--- config.mk ---
export PLATFORM = sky130hd
export DESIGN_NAME = bft_leaf_arbiter_flat
export DESIGN_NICKNAME = d
export VERILOG_FILES = /design/src/rtl/bft_leaf_arbiter_if.sv /design/src/rtl/bft_leaf_arbiter.sv /design/src/flat_wrapper.sv
export SDC_FILE = /design/constraint.sdc
export NUM_CORES = 1
export LEC_CHECK = 0
export ABC_AREA = 0
export CELL_PAD_IN_SITES_DETAIL_PLACEMENT = 1
export CELL_PAD_IN_SITES_GLOBAL_PLACEMENT = 2
export CORE_AREA = 5 5 109 111
export CTS_CLUSTER_SIZE = 30
export DETAILED_ROUTE_END_ITERATION = 7
export DIE_AREA = 0 0 114 116
export PLACE_DENSITY = 0.8
export REMOVE_ABC_BUFFERS = 1
export SYNTH_ARGS = -nofsm -noshare
export SYNTH_HDL_FRONTEND = slang
export SYNTH_SLANG_ARGS = --single-unit
--- constraint.sdc ---
create_clock -name clk -period 3.3 [get_ports clk]
set_clock_uncertainty 0.2 [all_clocks]
set_input_delay 0.33 -clock clk [delete_from_list [all_inputs] [get_ports clk]]
set_output_delay 0.33 -clock clk [all_outputs]
set_load 0.01 [all_outputs]
--- src/rtl/bft_leaf_arbiter_if.sv ---
// Local-requester and network-port signal bundle for one BFT leaf.
interface bft_leaf_arbiter_if #(
    parameter int NUM_LEAVES = 8,
    parameter int NUM_REQ    = 4
);
    localparam int LA         = $clog2(NUM_LEAVES);
    localparam int PAYLOAD_SZ = LA + 4;
    localparam int P_SZ       = 1 + LA + PAYLOAD_SZ;

    logic [NUM_REQ-1:0]            req_valid;
    logic [NUM_REQ*LA-1:0]         req_dest;
    logic [NUM_REQ*PAYLOAD_SZ-1:0] req_payload;
    logic [NUM_REQ-1:0]            req_ready;
    logic [P_SZ-1:0]               pe_interface;
    logic [P_SZ-1:0]               interface_pe;
    logic                          resend;
    logic                          rx_valid;
    logic [LA-1:0]                 rx_dest;
    logic [PAYLOAD_SZ-1:0]         rx_payload;

    modport master (
        output req_valid, req_dest, req_payload, interface_pe, resend,
        input  req_ready, pe_interface, rx_valid, rx_dest, rx_payload
    );

    modport slave (
        input  req_valid, req_dest, req_payload, interface_pe, resend,
        output req_ready, pe_interface, rx_valid, rx_dest, rx_payload
    );
endinterface

--- src/rtl/bft_leaf_arbiter.sv ---
// Round-robin injection controller for one BFT leaf, with registered egress and tx/retry stats.
// Latency: grant at edge t -> packet on pe_interface in cycle t+1; egress is one register stage.
// Backpressure: resend rejects the presented packet; it is re-presented after BACKOFF idle cycles.
module bft_leaf_arbiter #(
    parameter int NUM_LEAVES = 8,
    parameter int NUM_REQ    = 4,
    parameter int BACKOFF    = 2,
    parameter int CNT_W      = 16
) (
    input  logic                 clk,
    input  logic                 reset,
    input  logic                 enable,
    bft_leaf_arbiter_if.slave    bus,
    output logic                 busy,
    output logic [CNT_W-1:0]     tx_count,
    output logic [CNT_W-1:0]     retry_count
);
    localparam int LA         = $clog2(NUM_LEAVES);
    localparam int PAYLOAD_SZ = LA + 4;
    localparam int RW         = $clog2(NUM_REQ);
    localparam int BW         = (BACKOFF > 1) ? $clog2(BACKOFF) : 1;

    typedef enum logic [1:0] {S_IDLE, S_SEND, S_BACKOFF} state_t;

    state_t                state, state_nxt;
    logic                  pkt_vld, pkt_vld_nxt;
    logic [LA-1:0]         pkt_dest;
    logic [PAYLOAD_SZ-1:0] pkt_payload;
    logic [BW-1:0]         bo_cnt;
    logic [RW-1:0]         rr_ptr, winner, idx;
    logic                  any_req, load_ok, grant, load, bo_load;
    logic [LA-1:0]         sel_dest;
    logic [PAYLOAD_SZ-1:0] sel_payload;

    // Rotating priority: search starts just after the last winner.
    always_comb begin
        winner  = '0;
        idx     = '0;
        any_req = 1'b0;
        for (int k = 1; k <= NUM_REQ; k++) begin
            idx = RW'((int'(rr_ptr) + k) % NUM_REQ);
            if (!any_req && bus.req_valid[idx]) begin
                any_req = 1'b1;
                winner  = idx;
            end
        end
    end

    always_comb begin
        sel_dest    = '0;
        sel_payload = '0;
        for (int i = 0; i < NUM_REQ; i++) begin
            if (winner == RW'(i)) begin
                sel_dest    = bus.req_dest[i*LA +: LA];
                sel_payload = bus.req_payload[i*PAYLOAD_SZ +: PAYLOAD_SZ];
            end
        end
    end

    // Reset gating keeps req_ready low while the block is held in reset.
    assign load_ok = enable & ~reset &
                     ((state == S_IDLE) | ((state == S_SEND) & ~bus.resend));
    assign grant   = load_ok & any_req;

    always_comb begin
        bus.req_ready = '0;
        if (grant) bus.req_ready[winner] = 1'b1;
    end

    always_comb begin
        state_nxt   = state;
        pkt_vld_nxt = pkt_vld;
        load        = 1'b0;
        bo_load     = 1'b0;
        case (state)
            S_IDLE: begin
                if (grant) begin
                    state_nxt   = S_SEND;
                    pkt_vld_nxt = 1'b1;
                    load        = 1'b1;
                end
            end
            S_SEND: begin
                if (!bus.resend) begin
                    if (grant) begin
                        load = 1'b1;
                    end else begin
                        state_nxt   = S_IDLE;
                        pkt_vld_nxt = 1'b0;
                    end
                end else if (BACKOFF != 0) begin
                    state_nxt   = S_BACKOFF;
                    pkt_vld_nxt = 1'b0;
                    bo_load     = 1'b1;
                end
            end
            S_BACKOFF: begin
                if (bo_cnt == '0) begin
                    state_nxt   = S_SEND;
                    pkt_vld_nxt = 1'b1;
                end
            end
            default: begin
                state_nxt   = S_IDLE;
                pkt_vld_nxt = 1'b0;
            end
        endcase
    end

    always_ff @(posedge clk or posedge reset) begin
        if (reset) begin
            state       <= S_IDLE;
            pkt_vld     <= 1'b0;
            pkt_dest    <= '0;
            pkt_payload <= '0;
            bo_cnt      <= '0;
            rr_ptr      <= RW'(NUM_REQ - 1);
            tx_count    <= '0;
            retry_count <= '0;
        end else begin
            state   <= state_nxt;
            pkt_vld <= pkt_vld_nxt;
            if (load) begin
                pkt_dest    <= sel_dest;
                pkt_payload <= sel_payload;
                rr_ptr      <= winner;
            end
            if (bo_load)
                bo_cnt <= BW'(BACKOFF - 1);
            else if (state == S_BACKOFF && bo_cnt != '0)
                bo_cnt <= bo_cnt - 1'b1;
            if (state == S_SEND && !bus.resend && tx_count != '1)
                tx_count <= tx_count + 1'b1;
            if (state == S_SEND && bus.resend && retry_count != '1)
                retry_count <= retry_count + 1'b1;
        end
    end

    // Egress capture is independent of the injection FSM.
    always_ff @(posedge clk or posedge reset) begin
        if (reset) begin
            bus.rx_valid   <= 1'b0;
            bus.rx_dest    <= '0;
            bus.rx_payload <= '0;
        end else begin
            bus.rx_valid <= bus.interface_pe[1+LA+PAYLOAD_SZ-1];
            if (bus.interface_pe[1+LA+PAYLOAD_SZ-1]) begin
                bus.rx_dest    <= bus.interface_pe[LA+PAYLOAD_SZ-1:PAYLOAD_SZ];
                bus.rx_payload <= bus.interface_pe[PAYLOAD_SZ-1:0];
            end
        end
    end

    assign bus.pe_interface = {pkt_vld, pkt_dest, pkt_payload};
    assign busy             = (state != S_IDLE);
endmodule

--- src/flat_wrapper.sv ---
// flat-port wrapper written by rule: the top's interface ports become plain ports
module bft_leaf_arbiter_flat 
#(
    parameter int NUM_LEAVES = 8,
    parameter int NUM_REQ    = 4,
    parameter int BACKOFF    = 2,
    parameter int CNT_W      = 16
)
  (clk, reset, enable, busy, tx_count, retry_count, bus_req_valid, bus_req_dest, bus_req_payload, bus_interface_pe, bus_resend, bus_req_ready, bus_pe_interface, bus_rx_valid, bus_rx_dest, bus_rx_payload);
  bft_leaf_arbiter_if #(.NUM_LEAVES(NUM_LEAVES), .NUM_REQ(NUM_REQ)) bus_i ();
  input  logic clk;
  input  logic reset;
  input  logic enable;
  output logic busy;
  output logic [CNT_W-1:0] tx_count;
  output logic [CNT_W-1:0] retry_count;
  input wire logic [$bits(bus_i.req_valid)-1:0] bus_req_valid;
  input wire logic [$bits(bus_i.req_dest)-1:0] bus_req_dest;
  input wire logic [$bits(bus_i.req_payload)-1:0] bus_req_payload;
  input wire logic [$bits(bus_i.interface_pe)-1:0] bus_interface_pe;
  input wire logic [$bits(bus_i.resend)-1:0] bus_resend;
  output wire logic [$bits(bus_i.req_ready)-1:0] bus_req_ready;
  output wire logic [$bits(bus_i.pe_interface)-1:0] bus_pe_interface;
  output wire logic [$bits(bus_i.rx_valid)-1:0] bus_rx_valid;
  output wire logic [$bits(bus_i.rx_dest)-1:0] bus_rx_dest;
  output wire logic [$bits(bus_i.rx_payload)-1:0] bus_rx_payload;
  assign bus_i.req_valid = bus_req_valid;
  assign bus_i.req_dest = bus_req_dest;
  assign bus_i.req_payload = bus_req_payload;
  assign bus_i.interface_pe = bus_interface_pe;
  assign bus_i.resend = bus_resend;
  assign bus_req_ready = bus_i.req_ready;
  assign bus_pe_interface = bus_i.pe_interface;
  assign bus_rx_valid = bus_i.rx_valid;
  assign bus_rx_dest = bus_i.rx_dest;
  assign bus_rx_payload = bus_i.rx_payload;
  bft_leaf_arbiter #(.NUM_LEAVES(NUM_LEAVES), .NUM_REQ(NUM_REQ), .BACKOFF(BACKOFF), .CNT_W(CNT_W)) u_core (.clk(clk), .reset(reset), .enable(enable), .bus(bus_i), .busy(busy), .tx_count(tx_count), .retry_count(retry_count));
endmodule
# Yosys cells after proc, flatten, opt, wreduce, memory -nomap -nowiden
# Index checks and enable logic that the tools add are counted.
[word_totals]
reg_bits = 59
[op_classes]
n_eq_ne = 10
n_reduce_logical = 18
add_sub_neg = 7
order_cmp = 6
mux = 44
bitwise_logic = 7
[ops]
columns = ["op", "n"]
rows = [
  ["$add 16x1->16 const B", 2],
  ["$ne 16x16->1 const B", 2],
  ["$mux 7", 4],
  ["$mux 1", 19],
  ["$mux 2", 8],
  ["$lt 2x3->1 const B", 5],
  ["$mux 3", 4],
  ["$logic_and 1x1->1", 9],
  ["$bmux 1 s2", 4],
  ["$eq 2x2->1 const B", 3],
  ["$pmux 2 s3", 1],
  ["$add 2x1->2 const B", 2],
  ["$add 2x2->2 const B", 2],
  ["$and 1x1->1", 4],
  ["$eq 2x1->1 const B", 2],
  ["$logic_not 1->1", 4],
  ["$logic_not 2->1", 2],
  ["$mux 4", 1],
  ["$reduce_bool 2->1", 2],
  ["$ne 3x3->1 const B", 1],
  ["$pmux 1 s3", 1],
  ["$reduce_and 3->1", 1],
  ["$demux 1 s2", 1],
  ["$ge 2x1->1 const B", 1],
  ["other kinds (6)", 7],
]

# Depth between registers and ports, before layout
# Gate-level depths: netlist of the first run.
[logic_depth]
depth_word = 18
depth_mapped = 7
mapped_depth_nobuf = 6

# Least setup slack after synthesis of the first run
# Ideal clock, no wire load.
[synth_timing]
path_type = "reg-to-reg"
start = "register u_core.tx_count[0]"
end = "register u_core.tx_count[7]"
slack_ps = 1176
setup_time_ps = 128
required_time_ps = 2972
path_stages_with_launch = 7
path_buffers = 0
synth_period_minus_slack_ps = 2124
arrival_time_ps = 1796
path_cell_list = "dfrtp_1 > ha_1 > nand3_1 > or4_4 > and2_4 > and3_4 > xor2_1"
[synth_via]
elab_chain_cells = 2
[synth_lines]
columns = ["item", "line", "rtl"]
rows = [
  ["start: declaration", "bft_leaf_arbiter.sv:15", "output logic [CNT_W-1:0] tx_count,"],
  ["start signal: assignment", "bft_leaf_arbiter.sv:133", "tx_count <= tx_count + 1'b1;"],
  ["parallel branches: the longest is 2 deep, another holds $add 16x1->16", "n/a", ""],
]
# Several ways; the timed one is not identified.
# A chain may end at the register's enable or synchronous reset.

# Worst setup path in the final report of the first run
[layout_timing]
start = "input port bus_req_valid[1]"
end = "output port bus_req_ready[0]"
[layout_via]
elab_chain_cells = 17
[layout_lines]
columns = ["item", "line", "rtl"]
rows = [
  ["start: declaration", "flat_wrapper.sv:17", "input wire logic [$bits(bus_i.req_valid)-1:0] bus_req_valid;"],
  ["$bmux 1 s2", "bft_leaf_arbiter.sv:42", "if (!any_req && bus.req_valid[idx]) begin"],
  ["$mux 1 (implied by the code)", "bft_leaf_arbiter.sv:42", ""],
  ["$mux 1", "bft_leaf_arbiter.sv:42", ""],
  ["$logic_not 1->1", "bft_leaf_arbiter.sv:42", ""],
  ["$logic_and 1x1->1", "bft_leaf_arbiter.sv:42", ""],
  ["$mux 1", "bft_leaf_arbiter.sv:42", ""],
  ["$logic_not 1->1", "bft_leaf_arbiter.sv:42", ""],
  ["$logic_and 1x1->1", "bft_leaf_arbiter.sv:42", ""],
  ["$mux 1", "bft_leaf_arbiter.sv:42", ""],
  ["$logic_not 1->1", "bft_leaf_arbiter.sv:42", ""],
  ["$logic_and 1x1->1", "bft_leaf_arbiter.sv:42", ""],
  ["$mux 2", "bft_leaf_arbiter.sv:42", ""],
  ["$lt 2x3->1 (implied by the code) or $ge 2x1->1 (tied branches)", "bft_leaf_arbiter.sv:67", "if (grant) bus.req_ready[winner] = 1'b1;"],
  ["$logic_and 1x1->1 (implied by the code)", "bft_leaf_arbiter.sv:67", ""],
  ["$mux 1 (implied by the code)", "bft_leaf_arbiter.sv:67", ""],
  ["$demux 1 s2", "n/a", ""],
  ["$mux 4 *", "bft_leaf_arbiter.sv:67", ""],
  ["end: declaration", "flat_wrapper.sv:22", "output wire logic [$bits(bus_i.req_ready)-1:0] bus_req_ready;"],
]
# Mark *: on every way between the ends. The rest lies on a longest branch, timed or not. The select of a mux whose other input is x is not followed.

==> parameters.txt, run 1 <==
Parameter                              Value

Run status
  Run status ... complete, no violations

Synthesis
  XOR/XNOR share of the synthesized area ... 0.0866
  Top cells by area, synth ... sky130_fd_sc_hd__dfrtp_1 (48%), sky130_fd_sc_hd__xnor2_1 (6.3%), sky130_fd_sc_hd__mux2_2 (4.2%)
  Post-Synthesis Cell Area ... 0.00293 mm2
  Prevailing post-synth register cell ... sky130_fd_sc_hd__dfrtp_1
  Share of synthesized area occupied by flip-flops and latches ... 0.496
  Mean area per synthesized cell ... ~11 um2
  Asr flop ratio synth ... 1.00
  Distinct cell type count after synthesis ... 48
  Total of flip-flops plus latches after synthesis ... 58
  Fraction of the mapped netlist area in adder cells ... 0.00853
  Mux cell area share after synthesis ... 0.0798
  Top post-synthesis cells by count ... sky130_fd_sc_hd__dfrtp_1 (56), sky130_fd_sc_hd__nor2_1 (22), sky130_fd_sc_hd__xnor2_1 (21), sky130_fd_sc_hd__nand2_1 (20), sky130_fd_sc_hd__and3_1 (13)
  Cell taking the most area after synthesis ... sky130_fd_sc_hd__dfrtp_1
  Number of flops mapped to enable cells by yosys ... 0
  Proportion of netlist area held by the largest area contributor ... 0.478
  Most frequent cell after synthesis ... sky130_fd_sc_hd__dfrtp_1
  Synthesized-area fraction occupied by and/or/nand/nor cells ... 0.190
  Post-Synthesis Cells ... between 200 and 300
  Warning count from the yosys run ... 0
  Main combinational cell family by area after synthesis ... simple AND/OR/NAND/NOR gates
  Compound-cell area share of the yosys netlist ... 0.100

GRT
  Total global-route track usage ... 0.132
  Leftover overflow at the end of global routing ... 0
  Vias in the first global route ... about 2,800
  Pin count of the biggest net entering global routing ... 26
  Wire length of the first global-routing pass ... 14,000 um
  Antenna violations before repair ... 0

Worst setup path
  CP Data Required Time ... about 2.8 ns
  Endpoint kind of the worst setup timing path ... output pin
  Worst Setup Start Kind ... primary input
  Worst setup path category ... primary input to output pin
  Worst-path fanout max ... 15
  Crit path arrival time ... between 2 and 2.5 ns

Timing
  RSZ-0062 raised after global routing ... false
  Worst slew margin relative to its limit ... 0.571
  Max Clk Rate ... between 0.3 and 0.4 GHz
  Final sum of negative setup slack ... 0 ns
  Final critical path time including I/O delays and setup ... about 3 ns
  Number of max-slew violations in the final report ... 0
  Post-route clock period utilization ... 0.887
  Hold violation total from the final report ... 0
  Slew at the pin closest to its max-slew limit ... 0.639 ns
  Final setup fails ... 0

CTS
  TritonCTS Buffers ... 9
  Clock-pin slew on the worst setup and hold paths ... about 0.08 ns
  Cell at the root of the clock tree ... sky130_fd_sc_hd__clkbuf_8
  Post CTS Setup Buffer Count ... 0
  Hold buffers post-CTS ... 0
  H-tree Lvls ... 3
  Number of gates given a new drive strength after cts ... 0
  Clock network latency to the later pin of the worst-skew pair ... 0.33 ns
  TritonCTS clock tree ... yes
  Buffers from clock root to sink, at most ... 2
  CTS sink count ... 58

Drt
  Via count of the routed design ... roughly 2,500
  Wire length per cell ... ~16 um
  Pre-Repair DR Iteration Count ... 4
  First-iteration detailed-routing DRC count ... 57
  Number of nets with antenna violations after routing ... 0
  Via density per instance ... 4.67
  Overall routed net length ... ~8700 um
  Residual DRC ... 0

Placement
  # port buffers ... 117
  HPWL after detailed placement ... 6680 um
  Final weighted congestion in routability-driven placement ... about 0.78
  Post-DP Area ... around 0.0042 mm2

Floorplan
  Total I/O pin count ... ~120
  Initial Util ... 0.274
  Vert. Die Dim ... approximately 120 um
  Area of the core region ... between 0.01 and 0.015 mm2
  Die Outline Area ... around 0.013 mm2
  Die W ... 114 um
  Site row count ... 38

Layout
  Ratio of cells with drive above 1 in the final layout ... 0.111
  # diodes ... 0
  Final net count ... 453
  Final cell area excluding filler cells ... ~0.0045 mm2
  Area added between synthesis and finish ... 51.8%

Power
  Power density over the cells ... roughly 600 mW/mm2
  Maximum ir drop on the vdd rail ... approximately 300 uV
  Static Leak ... 1.88 nW

Flow run
  Number of max-capacitance violations reported ... 0

Min path
  Worst hold path type ... primary input to async pin
where the power goes:
group	total [mW]	switching (mW)	internal, mW	leakage, nW
Sequential	1.01	0.149	0.866	0.733
Combinational	0.931	0.423	0.508	1.03
Clock	0.734	0.290	0.444	0.109
Total	2.68	0.861	1.82	1.88
final timing paths:
check	slack, ns	cells past startpoint	to	startpoint
worst min-delay path	0.19	2	u_core.pkt_dest[2]	reset
worst max register to register	0.99	5	u_core.pkt_dest[0]	u_core.rr_ptr[1]
worst min register to register	0.28	1	u_core.state[0]	u_core.bo_cnt
max in group asynchronous	2.03	3	u_core.retry_count[4]	reset
min in group clk	0.28	1	u_core.state[0]	u_core.bo_cnt
worst max-delay path	0.37	6	bus_req_ready[0]	bus_req_valid[1]
metrics by stage:
step                power (mW)  setup WS, ns  utilization  hold slack [ns]  instances
finish                    2.68         0.373        0.416            0.188        537
global placement          1.95         0.396        0.396            0.273        521
CTS                       2.74         0.381        0.416            0.209        537
floorplan                 1.45          1.11            -            0.161        260
global route              2.86         0.205        0.416            0.243        537
detailed placement        1.98         0.379        0.396            0.286        521
cell families (layout without fill, tap and decap cells):
| family | Yosys count | count (layout) |
|---|---|---|
| AOI/OAI and AO/OA | 38 | 38 |
| xor gates and xnor gates | 29 | 29 |
| DFF | 58 | 58 |
| adders and majority gates | 2 | 2 |
| buffers and inverters | 20 | 147 |
| and+or+nand+nor | 101 | 101 |
| muxes | 22 | 22 |
area by class of cell:
cell class | count | area (um2)
Tap cell | 140 | 175
Multi-Input combinational cell | 192 | 1370
Inverter | 10 | 37.5
Timing Repair Buffer | 121 | 1200
Clock inverter | 5 | 77.6
Sequential cell | 58 | 1450
Clock buffer | 11 | 141
Fill cell | 1184 | 6250
registers in the layout, indices dropped and copies added (netlist names):
name                   count
u_core.state               2
u_core.bus.rx_valid        1
u_core.tx_count           16
u_core.bus.rx_dest         3
u_core.pkt_payload         7
u_core.bus.rx_payload      7
u_core.bo_cnt              1
u_core.pkt_dest            3
u_core.retry_count        16
u_core.rr_ptr              2
placed cells by master, fill, tap and decap left out, types with 2 or more instances in the layout:
master / n
sky130_fd_sc_hd__ha_1: 2
sky130_fd_sc_hd__clkbuf_8: 10
sky130_fd_sc_hd__dfrtp_1: 56
sky130_fd_sc_hd__a211oi_1: 10
sky130_fd_sc_hd__inv_1: 8
sky130_fd_sc_hd__xor2_1: 8
sky130_fd_sc_hd__a21oi_1: 2
sky130_fd_sc_hd__a221oi_1: 10
sky130_fd_sc_hd__xnor2_1: 21
sky130_fd_sc_hd__or3_1: 2
sky130_fd_sc_hd__nand4_1: 9
sky130_fd_sc_hd__and3_1: 13
sky130_fd_sc_hd__nor3_1: 5
sky130_fd_sc_hd__bufinv_16: 2
sky130_fd_sc_hd__nand2b_1: 3
sky130_fd_sc_hd__clkdlybuf4s50_1: 117
sky130_fd_sc_hd__nand3_1: 12
sky130_fd_sc_hd__dfstp_2: 2
sky130_fd_sc_hd__and4_1: 4
sky130_fd_sc_hd__nand2_1: 20
sky130_fd_sc_hd__o21ai_0: 5
sky130_fd_sc_hd__mux2i_1: 11
sky130_fd_sc_hd__mux2_2: 11
sky130_fd_sc_hd__buf_4: 4
sky130_fd_sc_hd__nor2_1: 22
sky130_fd_sc_hd__or2_2: 2
sky130_fd_sc_hd__clkinv_2: 2
worst max-delay path, stage by stage:
cell and delay (ns):
sky130_fd_sc_hd__clkdlybuf4s50_1 0.47, sky130_fd_sc_hd__or4_1 0.54, sky130_fd_sc_hd__and4_4 0.28, sky130_fd_sc_hd__o21ai_4 0.17, sky130_fd_sc_hd__nor2_1 0.10, sky130_fd_sc_hd__clkdlybuf4s50_1 0.50
routing by layer:
| metal | track usage | part of all wire |
|---|---|---|
| met1 | 0.163 | 0.42 |
| met2 | 0.231 | 0.52 |
| met3 | 0.0366 | 0.054 |
| met4 | 0.0285 | 0.0046 |
| met5 | 0 | 0 |
Power figures use the tool's default switching activity.
==> inputs of run 2 (changes only) <==
Settings changed: CORE_AREA 5 5 109 111 to 5 5 113 115, DIE_AREA 0 0 114 116 to 0 0 118 120, PLACE_DENSITY 0.8 to 0.74.
Clock period 3.3 ns to 3 ns, I/O delays scaled along.
==> run 2 against run 1 <==
Net effect: sequential power increased by 9.9%; core utilization decreased by 2.8 points; clock power increased by 34%; critical path depth unchanged; via count increased by 1.5%; total power increased by 17%; cell area increased by 2.2%; cell count increased by 1.9%; global-route usage decreased by 0.52 points; first-iteration DRC count increased by 37%; critical path type unchanged; highest routed layer unchanged.
==> parameters.txt, run 2 (synthesis gave the netlist of run 1 again) <==
Parameter                              Value

Drt
  Pre-Repair DR Iteration Count ... 4 (unchanged)
  Wire length per cell ... 16.3 um (+0.90%)
  Overall routed net length ... 8930 um (+2.8%)
  Number of nets with antenna violations after routing ... 0 (unchanged)
  Residual DRC ... 0 (unchanged)
  First-iteration detailed-routing DRC count ... 78 (+37%)
  Via density per instance ... 4.65 (-0.38%)
  Via count of the routed design ... 2,545 (+1.5%)

Placement
  Final weighted congestion in routability-driven placement ... 0.762 (-2.8%)
  # port buffers ... 117 (unchanged)
  Cell Count Post-Placement ... 531 (+1.9%)
  HPWL after detailed placement ... 6820 um (+2.1%)

Layout
  # diodes ... 0 (unchanged)
  Ratio of cells with drive above 1 in the final layout ... 0.118 (+0.00667)
  Cell Count, Final, Fillers Out ... 547 (+1.9%)
  Area added between synthesis and finish ... 55.2%
  Largest registers in the final layout ... u_core.retry_count x16, u_core.tx_count x16
  Most used cells in the layout excluding fill and tap cells ... sky130_fd_sc_hd__clkdlybuf4s50_1 (117), sky130_fd_sc_hd__dfrtp_1 (56), sky130_fd_sc_hd__nor2_1 (22)
  Final net count ... 456 (+0.66%)
  Commonest non-fill, non-tap cell in the layout ... sky130_fd_sc_hd__clkdlybuf4s50_1

CTS
  Clock-pin slew on the worst setup and hold paths ... 0.05 ns (-0.03 ns)
  Cell at the root of the clock tree ... sky130_fd_sc_hd__clkbuf_16
  Buffers from clock root to sink, at most ... 2 (unchanged)
  TritonCTS Buffers ... 9 (unchanged)
  TritonCTS clock tree ... yes
  Hold buffers post-CTS ... 0 (unchanged)
  CTS sink count ... 58 (unchanged)
  Number of gates given a new drive strength after cts ... 0 (unchanged)
  H-tree Lvls ... 3 (unchanged)
  Clock network latency to the later pin of the worst-skew pair ... 0.32 ns (about the same)
  Post CTS Setup Buffer Count ... 0 (unchanged)

Timing
  RSZ-0062 raised after global routing ... false
  Number of max-slew violations in the final report ... 0 (unchanged)
  Final sum of negative setup slack ... 0 ns (unchanged)
  Worst slew margin relative to its limit ... 0.629 (+0.0579)
  Hold violation total from the final report ... 0 (unchanged)
  Final critical path time including I/O delays and setup ... ~2.8 ns
  Final setup fails ... 0 (unchanged)
  Post-route clock period utilization ... 0.943
  Slew at the pin closest to its max-slew limit ... 0.552 ns (-0.0868 ns)
  Max Clk Rate ... between 0.3 and 0.4 GHz

Power
  Maximum ir drop on the vdd rail ... 325 uV (+8.6%)
  Final total power ... 3.14 mW (+17%)
  Power density over the cells ... 690 mW/mm2 (+15%)
  Static Leak ... 1.92 nW (+2.5%)

Worst setup path
  Critical register-to-register path startpoint ... u_core.rr_ptr[1]
  R2r setup slk ... 0.61 ns (-0.38 ns)
  Worst setup path category ... primary input to output pin
  CP Data Required Time ... 2.50 ns (-0.27 ns)
  Worst reg2reg path endpoint ... u_core.pkt_payload[1]
  Endpoint kind of the worst setup timing path ... output pin
  Worst-path fanout max ... 7 (-8)
  Worst Setup Start Kind ... primary input
  Crit path arrival time ... 2.33 ns (-0.07 ns)
  Worst reg2reg path depth ... 5 (unchanged)

Flow run
  Number of max-capacitance violations reported ... 0 (unchanged)

Floorplan
  Initial Util ... 0.250 (-0.0237)
  Vert. Die Dim ... 120 um (+3.4%)
  Total I/O pin count ... 118 (unchanged)
  Die Outline Area ... 0.0142 mm2 (+7.1%)
  Area of the core region ... 0.0117 mm2 (+9.5%)
  Site row count ... 40 (+5.3%)
  Die W ... 118 um (+3.5%)

GRT
  Pin count of the biggest net entering global routing ... 24 (-7.7%)
  Leftover overflow at the end of global routing ... 0 (unchanged)
  Vias in the first global route ... 2,829 (+2.7%)
  Antenna violations before repair ... 0 (unchanged)
  Wire length of the first global-routing pass ... 14,700 um (+4.9%)
  Total global-route track usage ... 0.127 (-0.00521)

Min path
  Worst hold path type ... primary input to async pin

Run status
  Run status ... complete, no violations
-- run 2: cell types whose count changed in the layout (fill, tap and decap cells not counted) --
cell	change
sky130_fd_sc_hd__clkbuf_8	-10
sky130_fd_sc_hd__clkbuf_16	+9
sky130_fd_sc_hd__buf_4	+3
sky130_fd_sc_hd__clkinv_2	+2
sky130_fd_sc_hd__bufinv_16	-1
-- run 2: layout make-up --
type	count	area (um2)
clock buffer	10	229
clock inverter	6	57.6
fill	1318	7160
inverter	10	37.5
multi-input combinational	192	1370
sequential	58	1450
tap	147	184
timing repair buffer	124	1220
-- run 2: worst max path at each step --
| stage | from | endpoint | slack (ns) |
|---|---|---|---|
| after floorplan | u_core.rr_ptr[1] | bus_req_ready[2] | 0.84 |
| after global placement | bus_req_valid[3] | bus_req_ready[3] | 0.23 |
| after detailed placement | bus_req_valid[3] | bus_req_ready[2] | 0.19 |
| after CTS | u_core.rr_ptr[1] | bus_req_ready[2] | 0.17 |
| after global routing | bus_req_valid[3] | bus_req_ready[2] | 0.06 |
| final | bus_req_valid[3] | bus_req_ready[3] | 0.17 |
-- run 2: power by group --
| part | switching, mW | internal (mW) | total (mW) |
|---|---|---|---|
| Sequential | 0.156 | 0.955 | 1.11 |
| Clock | 0.347 | 0.636 | 0.983 |
| Combinational | 0.482 | 0.563 | 1.05 |
-- run 2: metrics by stage --
stage	setup slack, ns	hold slack, ns	util	cell area, um2
after floorplan	0.841	0.131	-	2860
after global placement	0.229	0.268	0.364	4260
after detailed placement	0.187	0.287	0.364	4260
after CTS	0.168	0.142	0.389	4550
after global routing	0.0640	0.171	0.389	4550
final	0.170	0.129	0.389	4550
-- run 2: worst max-delay path: stages --
cell	delay, ns
sky130_fd_sc_hd__clkdlybuf4s50_1	0.59
sky130_fd_sc_hd__nand2_1	0.09
sky130_fd_sc_hd__a31o_2	0.27
sky130_fd_sc_hd__or3_1	0.42
sky130_fd_sc_hd__nor2_1	0.12
sky130_fd_sc_hd__clkdlybuf4s50_1	0.54
-- run 2: layer usage --
layer  routed length (um)  track usage
met1                 3850        0.156
met2                 4490        0.209
met4                  140       0.0452
met3                  449       0.0415
met5                    0            0
